## src/rtl/mux_gate_scheduler_if.sv

```systemverilog
// rtl/mux_gate_scheduler_if.sv - request/result bundle for the shared mux-gate evaluator
interface mux_gate_scheduler_if #(
    parameter int WIDTH = 8
);
    logic             req0_valid;
    logic             req0_ready;
    logic [2:0]       req0_op;
    logic [WIDTH-1:0] req0_a;
    logic [WIDTH-1:0] req0_b;

    logic             req1_valid;
    logic             req1_ready;
    logic [2:0]       req1_op;
    logic [WIDTH-1:0] req1_a;
    logic [WIDTH-1:0] req1_b;

    logic             res_valid;
    logic             res_ready;
    logic [WIDTH-1:0] res_data;
    logic             res_id;
    logic             res_err;
    logic             busy;

    modport master (
        output req0_valid, req0_op, req0_a, req0_b,
        input  req0_ready,
        output req1_valid, req1_op, req1_a, req1_b,
        input  req1_ready,
        output res_ready,
        input  res_valid, res_data, res_id, res_err, busy
    );

    modport slave (
        input  req0_valid, req0_op, req0_a, req0_b,
        output req0_ready,
        input  req1_valid, req1_op, req1_a, req1_b,
        output req1_ready,
        input  res_ready,
        output res_valid, res_data, res_id, res_err, busy
    );
endinterface

```

## src/rtl/mux_gate_scheduler.sv

```systemverilog
// rtl/mux_gate_scheduler.sv - round-robin scheduler around a bit-serial 2:1-mux gate evaluator
module mux_gate_scheduler #(
    parameter int WIDTH = 8
) (
    input  logic                clk,
    input  logic                rst,
    mux_gate_scheduler_if.slave bus
);
    localparam int            CW   = $clog2(WIDTH);
    localparam logic [CW-1:0] LAST = CW'(WIDTH - 1);

    typedef enum logic [1:0] {
        IDLE = 2'd0,
        EXEC = 2'd1,
        DONE = 2'd2
    } state_t;

    state_t           state;
    state_t           state_next;
    logic [CW-1:0]    cnt;
    logic [2:0]       op_q;
    logic [WIDTH-1:0] a_q;
    logic [WIDTH-1:0] b_q;
    logic [WIDTH-1:0] res_data_q;
    logic             res_id_q;
    logic             res_err_q;
    logic             last_id;

    logic             grant;
    logic             ready0;
    logic             ready1;
    logic             accept;
    logic [2:0]       acc_op;
    logic [WIDTH-1:0] acc_a;
    logic [WIDTH-1:0] acc_b;

    logic             a_bit;
    logic             b_bit;
    logic             sel;
    logic             i0;
    logic             i1;
    logic             bit_val;

    // On a tie the requester that was not served last wins.
    always_comb begin
        grant = 1'b0;
        if (bus.req0_valid && bus.req1_valid) begin
            grant = ~last_id;
        end else if (bus.req1_valid) begin
            grant = 1'b1;
        end
    end

    assign ready0 = !rst && (state == IDLE) && bus.req0_valid && !grant;
    assign ready1 = !rst && (state == IDLE) && bus.req1_valid && grant;
    assign accept = ready0 || ready1;
    assign acc_op = ready1 ? bus.req1_op : bus.req0_op;
    assign acc_a  = ready1 ? bus.req1_a  : bus.req0_a;
    assign acc_b  = ready1 ? bus.req1_b  : bus.req0_b;

    always_ff @(posedge clk) begin
        if (rst) begin
            state <= IDLE;
        end else begin
            state <= state_next;
        end
    end

    always_comb begin
        state_next = state;
        case (state)
            IDLE:    if (accept) state_next = EXEC;
            EXEC:    if (cnt == LAST) state_next = DONE;
            DONE:    if (bus.res_ready) state_next = IDLE;
            default: state_next = IDLE;
        endcase
    end

    assign a_bit = a_q[cnt];
    assign b_bit = b_q[cnt];

    // Every legal gate is one 2:1 mux; opcode 7 selects constant zero.
    always_comb begin
        sel = 1'b0;
        i0  = 1'b0;
        i1  = 1'b0;
        case (op_q)
            3'd0: begin sel = b_bit; i0 = 1'b0;   i1 = a_bit;  end
            3'd1: begin sel = b_bit; i0 = a_bit;  i1 = 1'b1;   end
            3'd2: begin sel = a_bit; i0 = 1'b1;   i1 = 1'b0;   end
            3'd3: begin sel = a_bit; i0 = 1'b1;   i1 = ~b_bit; end
            3'd4: begin sel = a_bit; i0 = ~b_bit; i1 = 1'b0;   end
            3'd5: begin sel = a_bit; i0 = b_bit;  i1 = ~b_bit; end
            3'd6: begin sel = a_bit; i0 = ~b_bit; i1 = b_bit;  end
            default: ;
        endcase
        bit_val = sel ? i1 : i0;
    end

    always_ff @(posedge clk) begin
        if (rst) begin
            op_q       <= 3'd0;
            a_q        <= '0;
            b_q        <= '0;
            cnt        <= '0;
            last_id    <= 1'b1;
            res_data_q <= '0;
            res_id_q   <= 1'b0;
            res_err_q  <= 1'b0;
        end else if (accept) begin
            op_q       <= acc_op;
            a_q        <= acc_a;
            b_q        <= acc_b;
            cnt        <= '0;
            last_id    <= ready1;
            res_data_q <= '0;
            res_id_q   <= ready1;
            res_err_q  <= (acc_op == 3'd7);
        end else if (state == EXEC) begin
            res_data_q[cnt] <= bit_val;
            if (cnt != LAST) begin
                cnt <= cnt + CW'(1);
            end
        end
    end

    assign bus.req0_ready = ready0;
    assign bus.req1_ready = ready1;
    assign bus.res_valid  = (state == DONE);
    assign bus.res_data   = res_data_q;
    assign bus.res_id     = res_id_q;
    assign bus.res_err    = res_err_q;
    assign bus.busy       = (state != IDLE);
endmodule

```

## src/flat_wrapper.sv

```systemverilog
// flat-port wrapper written by rule: the top's interface ports become plain ports
module mux_gate_scheduler_flat 
#(
    parameter int WIDTH = 8
)
  (clk, rst, bus_req0_valid, bus_req0_op, bus_req0_a, bus_req0_b, bus_req0_ready, bus_req1_valid, bus_req1_op, bus_req1_a, bus_req1_b, bus_req1_ready, bus_res_ready, bus_res_valid, bus_res_data, bus_res_id, bus_res_err, bus_busy);
  mux_gate_scheduler_if #(.WIDTH(WIDTH)) bus_i ();
  input  logic clk;
  input  logic rst;
  input wire logic [$bits(bus_i.req0_valid)-1:0] bus_req0_valid;
  input wire logic [$bits(bus_i.req0_op)-1:0] bus_req0_op;
  input wire logic [$bits(bus_i.req0_a)-1:0] bus_req0_a;
  input wire logic [$bits(bus_i.req0_b)-1:0] bus_req0_b;
  output wire logic [$bits(bus_i.req0_ready)-1:0] bus_req0_ready;
  input wire logic [$bits(bus_i.req1_valid)-1:0] bus_req1_valid;
  input wire logic [$bits(bus_i.req1_op)-1:0] bus_req1_op;
  input wire logic [$bits(bus_i.req1_a)-1:0] bus_req1_a;
  input wire logic [$bits(bus_i.req1_b)-1:0] bus_req1_b;
  output wire logic [$bits(bus_i.req1_ready)-1:0] bus_req1_ready;
  input wire logic [$bits(bus_i.res_ready)-1:0] bus_res_ready;
  output wire logic [$bits(bus_i.res_valid)-1:0] bus_res_valid;
  output wire logic [$bits(bus_i.res_data)-1:0] bus_res_data;
  output wire logic [$bits(bus_i.res_id)-1:0] bus_res_id;
  output wire logic [$bits(bus_i.res_err)-1:0] bus_res_err;
  output wire logic [$bits(bus_i.busy)-1:0] bus_busy;
  assign bus_i.req0_valid = bus_req0_valid;
  assign bus_i.req0_op = bus_req0_op;
  assign bus_i.req0_a = bus_req0_a;
  assign bus_i.req0_b = bus_req0_b;
  assign bus_req0_ready = bus_i.req0_ready;
  assign bus_i.req1_valid = bus_req1_valid;
  assign bus_i.req1_op = bus_req1_op;
  assign bus_i.req1_a = bus_req1_a;
  assign bus_i.req1_b = bus_req1_b;
  assign bus_req1_ready = bus_i.req1_ready;
  assign bus_i.res_ready = bus_res_ready;
  assign bus_res_valid = bus_i.res_valid;
  assign bus_res_data = bus_i.res_data;
  assign bus_res_id = bus_i.res_id;
  assign bus_res_err = bus_i.res_err;
  assign bus_busy = bus_i.busy;
  mux_gate_scheduler #(.WIDTH(WIDTH)) u_core (.clk(clk), .rst(rst), .bus(bus_i));
endmodule
```

## config.mk

```make
export PLATFORM = sky130hd
export DESIGN_NAME = mux_gate_scheduler_flat
export DESIGN_NICKNAME = d
export VERILOG_FILES = /design/src/rtl/mux_gate_scheduler_if.sv /design/src/rtl/mux_gate_scheduler.sv /design/src/flat_wrapper.sv
export SDC_FILE = /design/constraint.sdc
export NUM_CORES = 1
export LEC_CHECK = 0
export CAP_MARGIN = 20
export CORE_MARGIN = 2
export CORE_UTILIZATION = 41
export DETAILED_ROUTE_END_ITERATION = 6
export PLACE_DENSITY = 0.75
export SLEW_MARGIN = 20
export SYNTH_ARGS = -nofsm -noshare
export SYNTH_HDL_FRONTEND = slang
export SYNTH_SLANG_ARGS = --single-unit
export TNS_END_PERCENT = 10
```

## constraint.sdc

```tcl
create_clock -name clk -period 2 [get_ports clk]
set_input_delay 0.6 -clock clk [delete_from_list [all_inputs] [get_ports clk]]
set_output_delay 0.6 -clock clk [all_outputs]
set_load 0.05 [all_outputs]
```

# Word level (Yosys, flattened, before mapping)
# Index checks and enable logic that the tools add are counted.
totals:
  ram_bits: 0
  ff_bits: 35
  output_inout_bits: 14
  latchBits: 0
  memories: 0
  rom_bits: 0
op_classes:
  muxes: 20
  div_mod_pow: 0
  magnitude_cmp: 2
  multipliers: 0
  bitwise_logic: 2
  n_reduce_logical: 21
  shifts: 0
  n_addsub: 1
  eq_ne: 14
op_table:
  columns: ["cell", "count"]
  rows:
  - ["8-bit two-way mux", 2]
  - ["3-bit equality test, second input constant", 5]
  - ["2-bit OR reduction", 5]
  - ["8-bit bitwise mux", 1]
  - ["1-bit case mux with 4 select lines", 2]
  - ["1-bit logical AND", 7]
  - ["1-bit binary-select mux with 3-bit select", 2]
  - ["3-bit by 2-bit equality test with 1-bit output, second input constant", 2]
  - ["1-bit two-way mux", 6]
  - ["2-bit two-way mux", 3]
  - ["2-bit case mux with 3 select lines", 1]
  - ["5-bit OR reduction", 1]
  - ["3-bit by 4-bit < comparator with 1-bit output, second input constant", 1]
  - ["2-bit by 1-bit != test with 1-bit output, second input constant", 2]
  - ["3-bit by 1-bit adder with 3-bit output, second input constant", 1]
  - ["1-bit demux with 3-bit select", 1]
  - ["3-bit by 1-bit equality test with 1-bit output, second input constant", 1]
  - ["3-bit by 1-bit >= comparator with 1-bit output, second input constant", 1]
  - ["3-bit logical NOT", 1]
  - ["3-bit two-way mux", 1]
  - ["3-bit != test, second input constant", 1]
  - ["3-bit AND reduction", 1]
  - ["2-bit by 1-bit equality test with 1-bit output, second input constant", 1]
  - ["2-bit equality test, second input constant", 1]
  - ["other kinds (8)", 10]

# Longest topological paths before layout
# Gate-level depths: netlist (run 1).
depth:
  depth_word: 7
  ltp_mapped: 8
  depth_no_buf: 7

# Worst setup path before layout (run 1)
# OpenSTA, ideal clock, no wires.
synth_path:
  path_kind: "register to output"
  startpoint: "reg u_core.state[1]"
  endpoint: "out bus_req1_ready"
  stages_incl_launch_ff: 6
  path_slack_ns: -0.506
  t_arrival_ns: 1.906
  required_ns: 1.400
  cell_sequence: "dfxtp_1 or2_1 nor2_1 nand2_1 inv_2 clkbuf_1"
synth_via:
  elab_chain_len: 4
synth_rtl:
  columns: ["element", "line_no", "text"]
  rows:
  - ["start: declaration", "mux_gate_scheduler.sv:18", "state_t state;"]
  - ["start signal: assignment", "mux_gate_scheduler.sv:65", "state <= state_next;"]
  - ["2-bit logical NOT", "mux_gate_scheduler.sv:55", "assign ready1 = !rst && (state == IDLE) && bus.req1_valid && grant;"]
  - ["1-bit logical AND (3 in a row)", "mux_gate_scheduler.sv:55", null]
  - ["end: declaration", "flat_wrapper.sv:19", "output wire logic [$bits(bus_i.req1_ready)-1:0] bus_req1_ready;"]
# Every way passes these cells.

# Final worst setup path (run 1)
layout_path:
  startpoint: "in rst"
  endpoint: "out bus_req0_ready"
layout_via:
  elab_chain_len: 4
layout_rtl:
  columns: ["element", "line_no", "text"]
  rows:
  - ["start: declaration", "flat_wrapper.sv:9", "input logic rst;"]
  - ["1-bit logical NOT", "mux_gate_scheduler.sv:54", "assign ready0 = !rst && (state == IDLE) && bus.req0_valid && !grant;"]
  - ["1-bit logical AND (3 in a row)", "mux_gate_scheduler.sv:54", null]
  - ["end: declaration", "flat_wrapper.sv:14", "output wire logic [$bits(bus_i.req0_ready)-1:0] bus_req0_ready;"]
# Every way passes these cells.

==> flow_summary_export.csv, run 1 <==
group,metric,value,unit
status,status,"completed",
setup_path,startpoint_type,"input port",
placement,place_inst,313,
hold_path,holdPathStages,2,
floorplanning,io_pins,57,
synth,synth_area_leaders,"dfxtp_1, nor3b_1, o21ai_0",
sta,maxSlewViolCount,0,
clocking,cts_sinks,35,
detailed_routing,wl_per_cell,12.5,um
synth,synth_top_area_cell,"dfxtp_1",
synth,async_reset_ff_share,0,%
clocking,post_cts_buffers,0,
detailed_routing,vias,1602,
setup_path,slowest_stage,"dlygate4sd2_1",
setup_path,worstPathCellList,"dlygate4sd2_1 -> nor2_4 -> nand2_2 -> nor2_4 -> buf_12",
sta,fin_crit_sh,98.2,%
sta,rsz0062_at_grt,"yes",
final_layout,final_net_count,315,
setup_path,rrSetupSlack,0.12,ns
clocking,htree_levels,2,
synth,synth_edf_count,0,
setup_path,critPathMaxStageDelay,0.28,ns
grt,grt_max_degree,27,
synth,synth_fp_nets,248,
sta,max_slew.worst_pin.slew,0.458,ns
final_layout,area_growth,47.7,%
power,p_per_area,659,nW/um2
sta,slew_headroom,69.4,%
synth,synth_top_cell_area_share,39.9,%
sta,whs,0.463,ns
floorplanning,initial_utilization,43.3,%
detailed_routing,drtIter0Drc,55,
synth,synth_area_per_cell,8.66,um2
synth,yosysWarningCount,0,
final_layout,n_antenna_cell,0,
setup_path,crit_end,"bus_req0_ready",
placement,numPortBuffers,56,
placement,hpwl,3050,um
sta,period_minus_slack,1.96,ns
floorplanning,coreArea,4060,um2
clocking,numCtsBuffers,5,
setup_path,worstSetupPathType,"in2out",
sta,finalSetupViolations,0,
final_layout,drive_above_1_share,23.2,%
grt,antenna_found_initial,0,
detailed_routing,drc_errors,0,
setup_path,reg2reg_depth,5,
sta,clock_skew,0.00531,ns
setup_path,critPathMaxFanout,3,
sta,hold_violations,0,
synth,yosysMostFrequentCell,"dfxtp_1",
final_layout,final_cell_count_no_fill,321,
synth,yosysSeqAreaShare,39.9,%
setup_path,cpMostUsedCell,"nor2_4",
detailed_routing,ant_nets,0,
clocking,clk_path_buf_depth,2,
grt,grt_overflow,0,
setup_path,rr_endpoint,"u_core.bus.res_data[7]",
power,leakage,0.972,nW
hold_path,hp-class,"reg2reg",
floorplanning,dieHeight,69.5,um
setup_path,timing.rr.start,"u_core.cnt[0]",
floorplanning,rows,23,
setup_path,arrival,1.36,ns
setup_path,end_kind,"primary output",
clocking,clkLatencyLatePin,0.28,ns
setup_path,required,1.40,ns
clocking,clk_pin_slew_worst_paths,0.06,ns
detailed_routing,via_per_inst,4.99,
grt,grt_pass1_wl,6890,um
synth,ys_top_cells_by_count,"dfxtp_1, nand2_1, o21ai_0",
placement,place_congestion,0.844,
power,irDropWorstVdd,0.351,mV
clocking,cts_tree,"yes",
synth,synth_ff_type,"dfxtp_1",
synth,syn_area,1760,um2
synth,synth.distinct_cells,37,
setup_path,cp-startpoint,"rst",
detailed_routing,finalWirelength,4000,um
floorplanning,die_x,69.5,um
power,p_total,0.00171,W
grt,grt_pass1_vias,1493,
sta,fmax,0.509,GHz
grt,grtUsageTotal,17.6,%
run,drv_cap,0,
clocking,cts_hold_buffers,0,
detailed_routing,dr.pass1.iters,4,
sta,fin_setup_tns,0,ns
clocking,root_buffer,"clkbuf_8",
floorplanning,die_area,4830,um2
synth,ys_ff_latch,35,
synth,syn-instance-count,203,
## metrics by stage
stage          area, um2  utilization [%]  setup slack (ns)
2_1_floorplan       1770                -            0.0291
3_3_place_gp        2470             60.9            -0.226
3_5_place_dp        2470             60.9            -0.233
4_1_cts             2590             63.8           0.00702
5_1_grt             2600             64.0           -0.0103
6_report            2600             64.0            0.0360
## layout make-up
type | count | area [um2]
Clock buffer | 8 | 100
Multi-Input combinational cell | 152 | 1000
Sequential cell | 35 | 708
Timing Repair Buffer | 72 | 706
Tap cell | 50 | 62.6
Inverter | 4 | 15.0
Fill cell | 341 | 1460
## registers in the layout, indices dropped and copies added, names as in the netlist
signal / count
u_core.bus.res_err: 1
u_core.cnt: 3
u_core.last_id: 1
u_core.a_q: 8
u_core.b_q: 8
u_core.state: 2
u_core.op_q: 3
u_core.bus.res_id: 1
u_core.bus.res_data: 8
## repair_timing
action / in CTS / in global routing
pin swaps: 2 / 5
resized for setup: 10 / 4
setup endpoints to repair: 3 / 10
## worst max-delay path: cells and delay by family
family | cells | cell delay, ns
buf+inv | 2 | 0.42
simple gates | 3 | 0.34
## worst min-delay path by stage
stage / start / end
3_3_place_gp: u_core.bus.res_id / u_core.bus.res_id
5_1_grt: u_core.bus.res_id / u_core.bus.res_id
6_report: u_core.bus.res_id / u_core.bus.res_id
4_1_cts: u_core.bus.res_id / u_core.bus.res_id
3_5_place_dp: u_core.bus.res_id / u_core.bus.res_id
2_1_floorplan: u_core.last_id / u_core.last_id
## cell families after synthesis
| logic type | Yosys count | share of synthesized area, % |
|---|---|---|
| AOI/OAI and AO/OA | 62 | 21.9 |
| adders and majority gates | 2 | 1.42 |
| xor gates and xnor gates | 2 | 0.997 |
| buffers and inverters | 16 | 4.48 |
| muxes | 9 | 9.40 |
| DFF | 35 | 39.9 |
| and+or+nand+nor | 77 | 22.0 |
## placed cells by master, fill, tap and decap left out, drive strengths merged, types with 8 or more instances in the layout
| cell type | count |
|---|---|
| a21oi | 27 |
| buf | 30 |
| clkbuf | 8 |
| clkdlybuf4s50 | 39 |
| dfxtp | 35 |
| nand2 | 29 |
| nor2 | 16 |
| nor3b | 17 |
| o21ai | 26 |
## metal layers
layer	wire [um]	vias up	global-route usage, %	part of all wire (%)
li1	-	857	-	-
met1	1910	693	23.6	48
met2	1850	50	27.1	46
met3	232	2	6.10	5.8
met4	14	0	4.58	0.35
met5	0	-	0	0
## power breakdown
group          switching [W]  internal [W]
clock network       0.000240      0.000314
registers          0.0000288      0.000744
logic               0.000176      0.000208
Power figures use the tool's default switching activity.
==> run 2, diff against run 1 <==
--- a/config.mk
+++ b/config.mk
@@ -7,9 +7,10 @@
 export LEC_CHECK = 0
 export CAP_MARGIN = 20
 export CORE_MARGIN = 2
-export CORE_UTILIZATION = 41
+export CORE_UTILIZATION = 43
+export CTS_BUF_LIST = sky130_fd_sc_hd__clkbuf_4 sky130_fd_sc_hd__clkbuf_8
 export DETAILED_ROUTE_END_ITERATION = 6
-export PLACE_DENSITY = 0.75
+export PLACE_DENSITY = 0.77
 export SLEW_MARGIN = 20
 export SYNTH_ARGS = -nofsm -noshare
 export SYNTH_HDL_FRONTEND = slang
==> run 2 against run 1 <==
  * Clock skew fell by 0.00076 ns
  * Largest cell class unchanged
  * Largest power group unchanged
  * Via count rose by 3.5%
  * Routed wire length rose by 4.0%
  * Power fell by 2.5%
  * Sequential share of layout area rose by 0.22 points
  * Flip-flop and latch count did not move
  * Clock power fell by 8.5%
  * Die area fell by 4.4%
  * Combinational power barely moved
  * Final cell count fell by 0.31%
  * Non-clock buffer count did not move
  * Critical path depth did not move
  * Highest routed layer unchanged
==> flow_summary_export.csv, run 2 (synthesized netlist as in run 1, its figures left out) <==
group,metric,value,unit
hold_path,hp-start,"u_core.bus.res_id",
sta,fin_crit_sh,98.3,%
sta,hold_violations,0,
placement,pre_cts_slack,-0.257,ns
hold_path,hold_path_end,"u_core.bus.res_id",
clocking,cts_sinks,35,
placement,hpwl,3200,um
final_layout,layout_common_cells,"clkdlybuf4s50_1, dfxtp_1, nand2_1, o21ai_0, buf_4",
status,status,"completed",
floorplanning,initial_utilization,44.3,%
grt,grt_max_degree,33,
setup_path,startpoint_type,"input port",
clocking,clkLatencyLatePin,0.28,ns
detailed_routing,ant_nets,0,
floorplanning,coreArea,3970,um2
sta,clock_skew,0.00455,ns
clocking,htree_levels,2,
setup_path,rr_endpoint,"u_core.bus.res_data[7]",
floorplanning,rows,23,
sta,slew_headroom,67.8,%
clocking,numCtsBuffers,5,
detailed_routing,dr.pass1.iters,4,
setup_path,arrival,1.37,ns
final_layout,area_growth,47.5,%
setup_path,end_kind,"primary output",
final_layout,n_antenna_cell,0,
placement,numPortBuffers,56,
placement,place_congestion,0.790,
final_layout,final_net_count,315,
detailed_routing,finalWirelength,4160,um
sta,max_slew.worst_pin.slew,0.482,ns
floorplanning,die_x,67.9,um
power,leakage,0.969,nW
floorplanning,die_area,4620,um2
clocking,cts_tree,"yes",
setup_path,required,1.40,ns
detailed_routing,via_per_inst,5.18,
sta,finalSetupViolations,0,
sta,setup_ws,0.0335,ns
setup_path,cp-startpoint,"bus_req1_valid",
hold_path,holdPathStages,2,
detailed_routing,wl_per_cell,13.0,um
clocking,clk_path_buf_depth,2,
clocking,clk_pin_slew_worst_paths,0.07,ns
grt,grtUsageTotal,19.7,%
setup_path,slowest_stage,"clkdlybuf4s15_1",
final_layout,final_cell_count_no_fill,320,
setup_path,critPathMaxFanout,2,
detailed_routing,drc_errors,0,
setup_path,worstSetupPathType,"in2out",
power,p_per_area,643,nW/um2
floorplanning,dieHeight,67.9,um
setup_path,timing.rr.start,"u_core.cnt[0]",
sta,fmax,0.509,GHz
final_layout,final_common_cell,"clkdlybuf4s50_1",
power,irDropWorstVdd,0.313,mV
clocking,root_buffer,"clkbuf_8",
grt,antenna_found_initial,0,
grt,grt_overflow,0,
sta,period_minus_slack,1.97,ns
run,drv_cap,0,
setup_path,worstPathCellList,"clkdlybuf4s15_1 -> a21boi_2 -> buf_4 -> nor2_4 -> buf_12",
setup_path,rrSetupSlack,0.09,ns
setup_path,critPathMaxStageDelay,0.19,ns
grt,grt_pass1_vias,1504,
setup_path,crit_family,"buffers and inverters",
placement,place_area,2460,um2
detailed_routing,vias,1658,
detailed_routing,drtIter0Drc,59,
setup_path,crit_buf_inv,3,
final_layout,final_area,2590,um2
sta,rsz0062_at_grt,"yes",
power,p_total,0.00167,W
floorplanning,io_pins,57,
hold_path,hp-class,"reg2reg",
sta,maxSlewViolCount,0,
placement,place_inst,312,
grt,grt_pass1_wl,6760,um
setup_path,reg2reg_depth,5,
final_layout,drive_above_1_share,24.1,%
## run 2: metrics by stage
| stage | hold WS (ns) | utilization (%) | setup TNS [ns] |
|---|---|---|---|
| 3_3_place_gp | 0.431 | 62.0 | -2.98 |
| 2_1_floorplan | 0.426 | - | 0 |
| 6_report | 0.449 | 65.3 | 0 |
| 3_5_place_dp | 0.438 | 62.0 | -4.09 |
| 4_1_cts | 0.451 | 64.7 | -0.0103 |
| 5_1_grt | 0.494 | 65.3 | -0.0264 |
## run 2: what timing repair did
action	CTS	global route
resized for setup	11	7
buffers inserted	0	1
cloned	0	0
endpoints found under the setup margin	10	10
pin swaps	2	5
hold buffers	0	0
## run 2: how the worst max path moves through the flow
stage	to	slack (ns)	depth (start not counted)
6_report	bus_req0_ready	0.03	5
5_1_grt	bus_req0_ready	-0.02	5
4_1_cts	bus_req0_ready	-0.01	5
3_5_place_dp	bus_req1_ready	-0.26	5
3_3_place_gp	bus_req1_ready	-0.26	5
2_1_floorplan	bus_req0_ready	0.03	4
## run 2: worst reg2reg max path, cell delays in order (launching register included)
cell and delay [ns]:
dfxtp_4 0.39, mux4_2 0.54, mux2i_4 0.24, a21oi_2 0.10
o311a_4 0.44, a21oi_2 0.15
## run 2: layout make-up
cell class              instances  area (um2)
clock buffers                   6        82.6
repair buffers                 72         709
clock inverters                 1        5.00
multi-input cells             152        1010
flip-flops and latches         35         713
well taps                      50        62.6
inverters                       4        15.0
fillers                       368        1380
## run 2: per-layer routing
metal	global-route usage, %	routed length (um)	vias up
met4	6.50	71	0
li1	-	-	852
met5	0	0	-
met2	34.1	2060	59
met3	6.09	290	11
met1	23.0	1740	736
## run 2: report_power, final
group          total, W  switching, W  internal, W  leakage [nW]
Sequential     0.000775     0.0000309     0.000744         0.289
Combinational  0.000387      0.000177     0.000210         0.633
Clock          0.000507      0.000237     0.000270        0.0470
==> run 3, diff against run 2 <==
--- a/config.mk
+++ b/config.mk
@@ -10,6 +10,7 @@
 export CORE_UTILIZATION = 43
 export CTS_BUF_LIST = sky130_fd_sc_hd__clkbuf_4 sky130_fd_sc_hd__clkbuf_8
 export DETAILED_ROUTE_END_ITERATION = 6
+export MAX_ROUTING_LAYER = met4
 export PLACE_DENSITY = 0.77
 export SLEW_MARGIN = 20
 export SYNTH_ARGS = -nofsm -noshare
==> run 3 against run 2 <==
  * Global-route usage grew 0.63 points
  * Flip-flop and latch count is the same
  * Combinational power grew 1%
  * First-iteration DRC count grew 51%
  * Non-clock buffer count grew 1
  * Clock power shrank 1%
  * Register-to-register slack is essentially flat
  * Worst setup slack lost 0.0081 ns
  * Largest power group unchanged
==> flow_summary_export.csv, run 3 (synthesized netlist as in run 1, its figures left out) <==
group,metric,value,unit
setup_path,critPathMaxStageDelay,0.26,ns
placement,place_inst,312,
floorplanning,rows,23,
placement,pre_cts_slack,-0.257,ns
setup_path,critPathMaxFanout,3,
setup_path,startpoint_type,"input port",
hold_path,hold_path_end,"u_core.bus.res_id",
detailed_routing,drc_errors,0,
power,irDropWorstVdd,0.314,mV
grt,grtUsageTotal,20.3,%
grt,grt_overflow,0,
floorplanning,die_area,4620,um2
grt,grt_pass1_vias,1513,
sta,slew_headroom,67.2,%
setup_path,arrival,1.37,ns
detailed_routing,vias,1674,
power,p_per_area,642,nW/um2
grt,grt_pass1_wl,6770,um
sta,whs,0.449,ns
floorplanning,coreArea,3970,um2
clocking,clk_path_buf_depth,2,
setup_path,worstPathCellList,"dlygate4sd2_1 -> a21boi_2 -> nand2_1 -> inv_2 -> buf_12",
placement,place_congestion,0.801,
run,drv_cap,0,
detailed_routing,ant_nets,0,
clocking,root_buffer,"clkbuf_8",
setup_path,timing.rr.start,"u_core.cnt[0]",
floorplanning,die_x,67.9,um
setup_path,rr_endpoint,"u_core.bus.res_data[7]",
detailed_routing,drtIter0Drc,89,
setup_path,cp-startpoint,"bus_req0_valid",
final_layout,final_cell_count_no_fill,321,
setup_path,reg2reg_depth,5,
sta,setup_ws,0.0254,ns
detailed_routing,wl_met1,1810,um
placement,numPortBuffers,56,
floorplanning,io_pins,57,
floorplanning,initial_utilization,44.3,%
sta,fmax,0.506,GHz
sta,max_slew.worst_pin.slew,0.491,ns
power,p_total,0.00167,W
sta,hold_violations,0,
clocking,clk_pin_slew_worst_paths,0.07,ns
clocking,numCtsBuffers,5,
detailed_routing,finalWirelength,4230,um
placement,hpwl,3200,um
placement,place_area,2460,um2
setup_path,rrSetupSlack,0.09,ns
sta,maxSlewViolCount,0,
hold_path,hp-class,"reg2reg",
status,status,"completed",
hold_path,hp-start,"u_core.bus.res_id",
setup_path,worstSetupPathType,"in2out",
sta,finalSetupViolations,0,
setup_path,slowest_stage,"dlygate4sd2_1",
setup_path,end_kind,"primary output",
clocking,cts_sinks,35,
final_layout,layout_common_cells,"clkdlybuf4s50_1, dfxtp_1, nand2_1, o21ai_0, buf_4",
clocking,clkLatencyLatePin,0.28,ns
sta,rsz0062_at_grt,"no",
grt,antenna_found_initial,0,
final_layout,area_growth,47.7,%
clocking,cts_tree,"yes",
sta,period_minus_slack,1.97,ns
detailed_routing,routed-wl-met3,268,um
final_layout,drive_above_1_share,24.7,%
detailed_routing,wl_met2,2120,um
detailed_routing,dr.pass1.iters,4,
final_layout,n_antenna_cell,0,
sta,fin_crit_sh,98.7,%
hold_path,holdPathStages,2,
detailed_routing,top_layer,"met4",
sta,clock_skew,0.00459,ns
grt,grt_max_degree,33,
final_layout,final_area,2600,um2
setup_path,required,1.40,ns
clocking,htree_levels,2,
floorplanning,dieHeight,67.9,um
final_layout,final_net_count,316,
power,leakage,0.973,nW
detailed_routing,wl_per_cell,13.2,um
final_layout,final_common_cell,"clkdlybuf4s50_1",
detailed_routing,via_per_inst,5.21,
clocking,cts_hold_buffers,0,
==> run 3: cell type report <==
type,count,area [um2]
clock inverter,1,5.00
tap,50,62.6
fill,367,1380
multi-input combinational,152,1010
sequential,35,713
timing repair buffer,73,712
clock buffer,6,82.6
inverter,4,15.0
==> run 3: worst max-delay path by stage <==
stage                endpoint  depth (start not counted)
6_report       bus_req1_ready                          5
5_1_grt        bus_req0_ready                          5
4_1_cts        bus_req0_ready                          5
3_5_place_dp   bus_req1_ready                          5
3_3_place_gp   bus_req1_ready                          5
2_1_floorplan  bus_req0_ready                          4
==> run 3: stage by stage <==
stage / util, % / TNS [ns]
after floorplan: - / 0
after global placement: 62.0 / -2.98
after detailed placement: 62.0 / -4.09
after CTS: 64.7 / -0.0103
after global routing: 65.4 / 0
final: 65.4 / 0
==> run 3: power breakdown <==
group	total (W)	switching [W]	internal [W]
Combinational	0.000391	0.000180	0.000211
Sequential	0.000773	0.0000295	0.000744
Clock	0.000502	0.000232	0.000270
Total	0.00167	0.000442	0.00122
==> run 3: layer usage <==
layer | track usage, % | vias up
li1 | - | 855
met1 | 22.6 | 758
met3 | 6.09 | 6
met5 | - | -
met4 | 7.25 | 0
met2 | 34.5 | 55
==> run 3: critical path: cells and delay by family <==
kind                   cells  cell delay [ns]
buffers and inverters      3             0.50
AOI/OAI and AO/OA          1             0.17
and+or+nand+nor            1             0.10
==> run 3: repair_timing <==
item	CTS	global route
buffers inserted	0	2
pin swaps	2	4
setup endpoints to repair	10	10
gates resized for setup	11	8
gates cloned	0	0
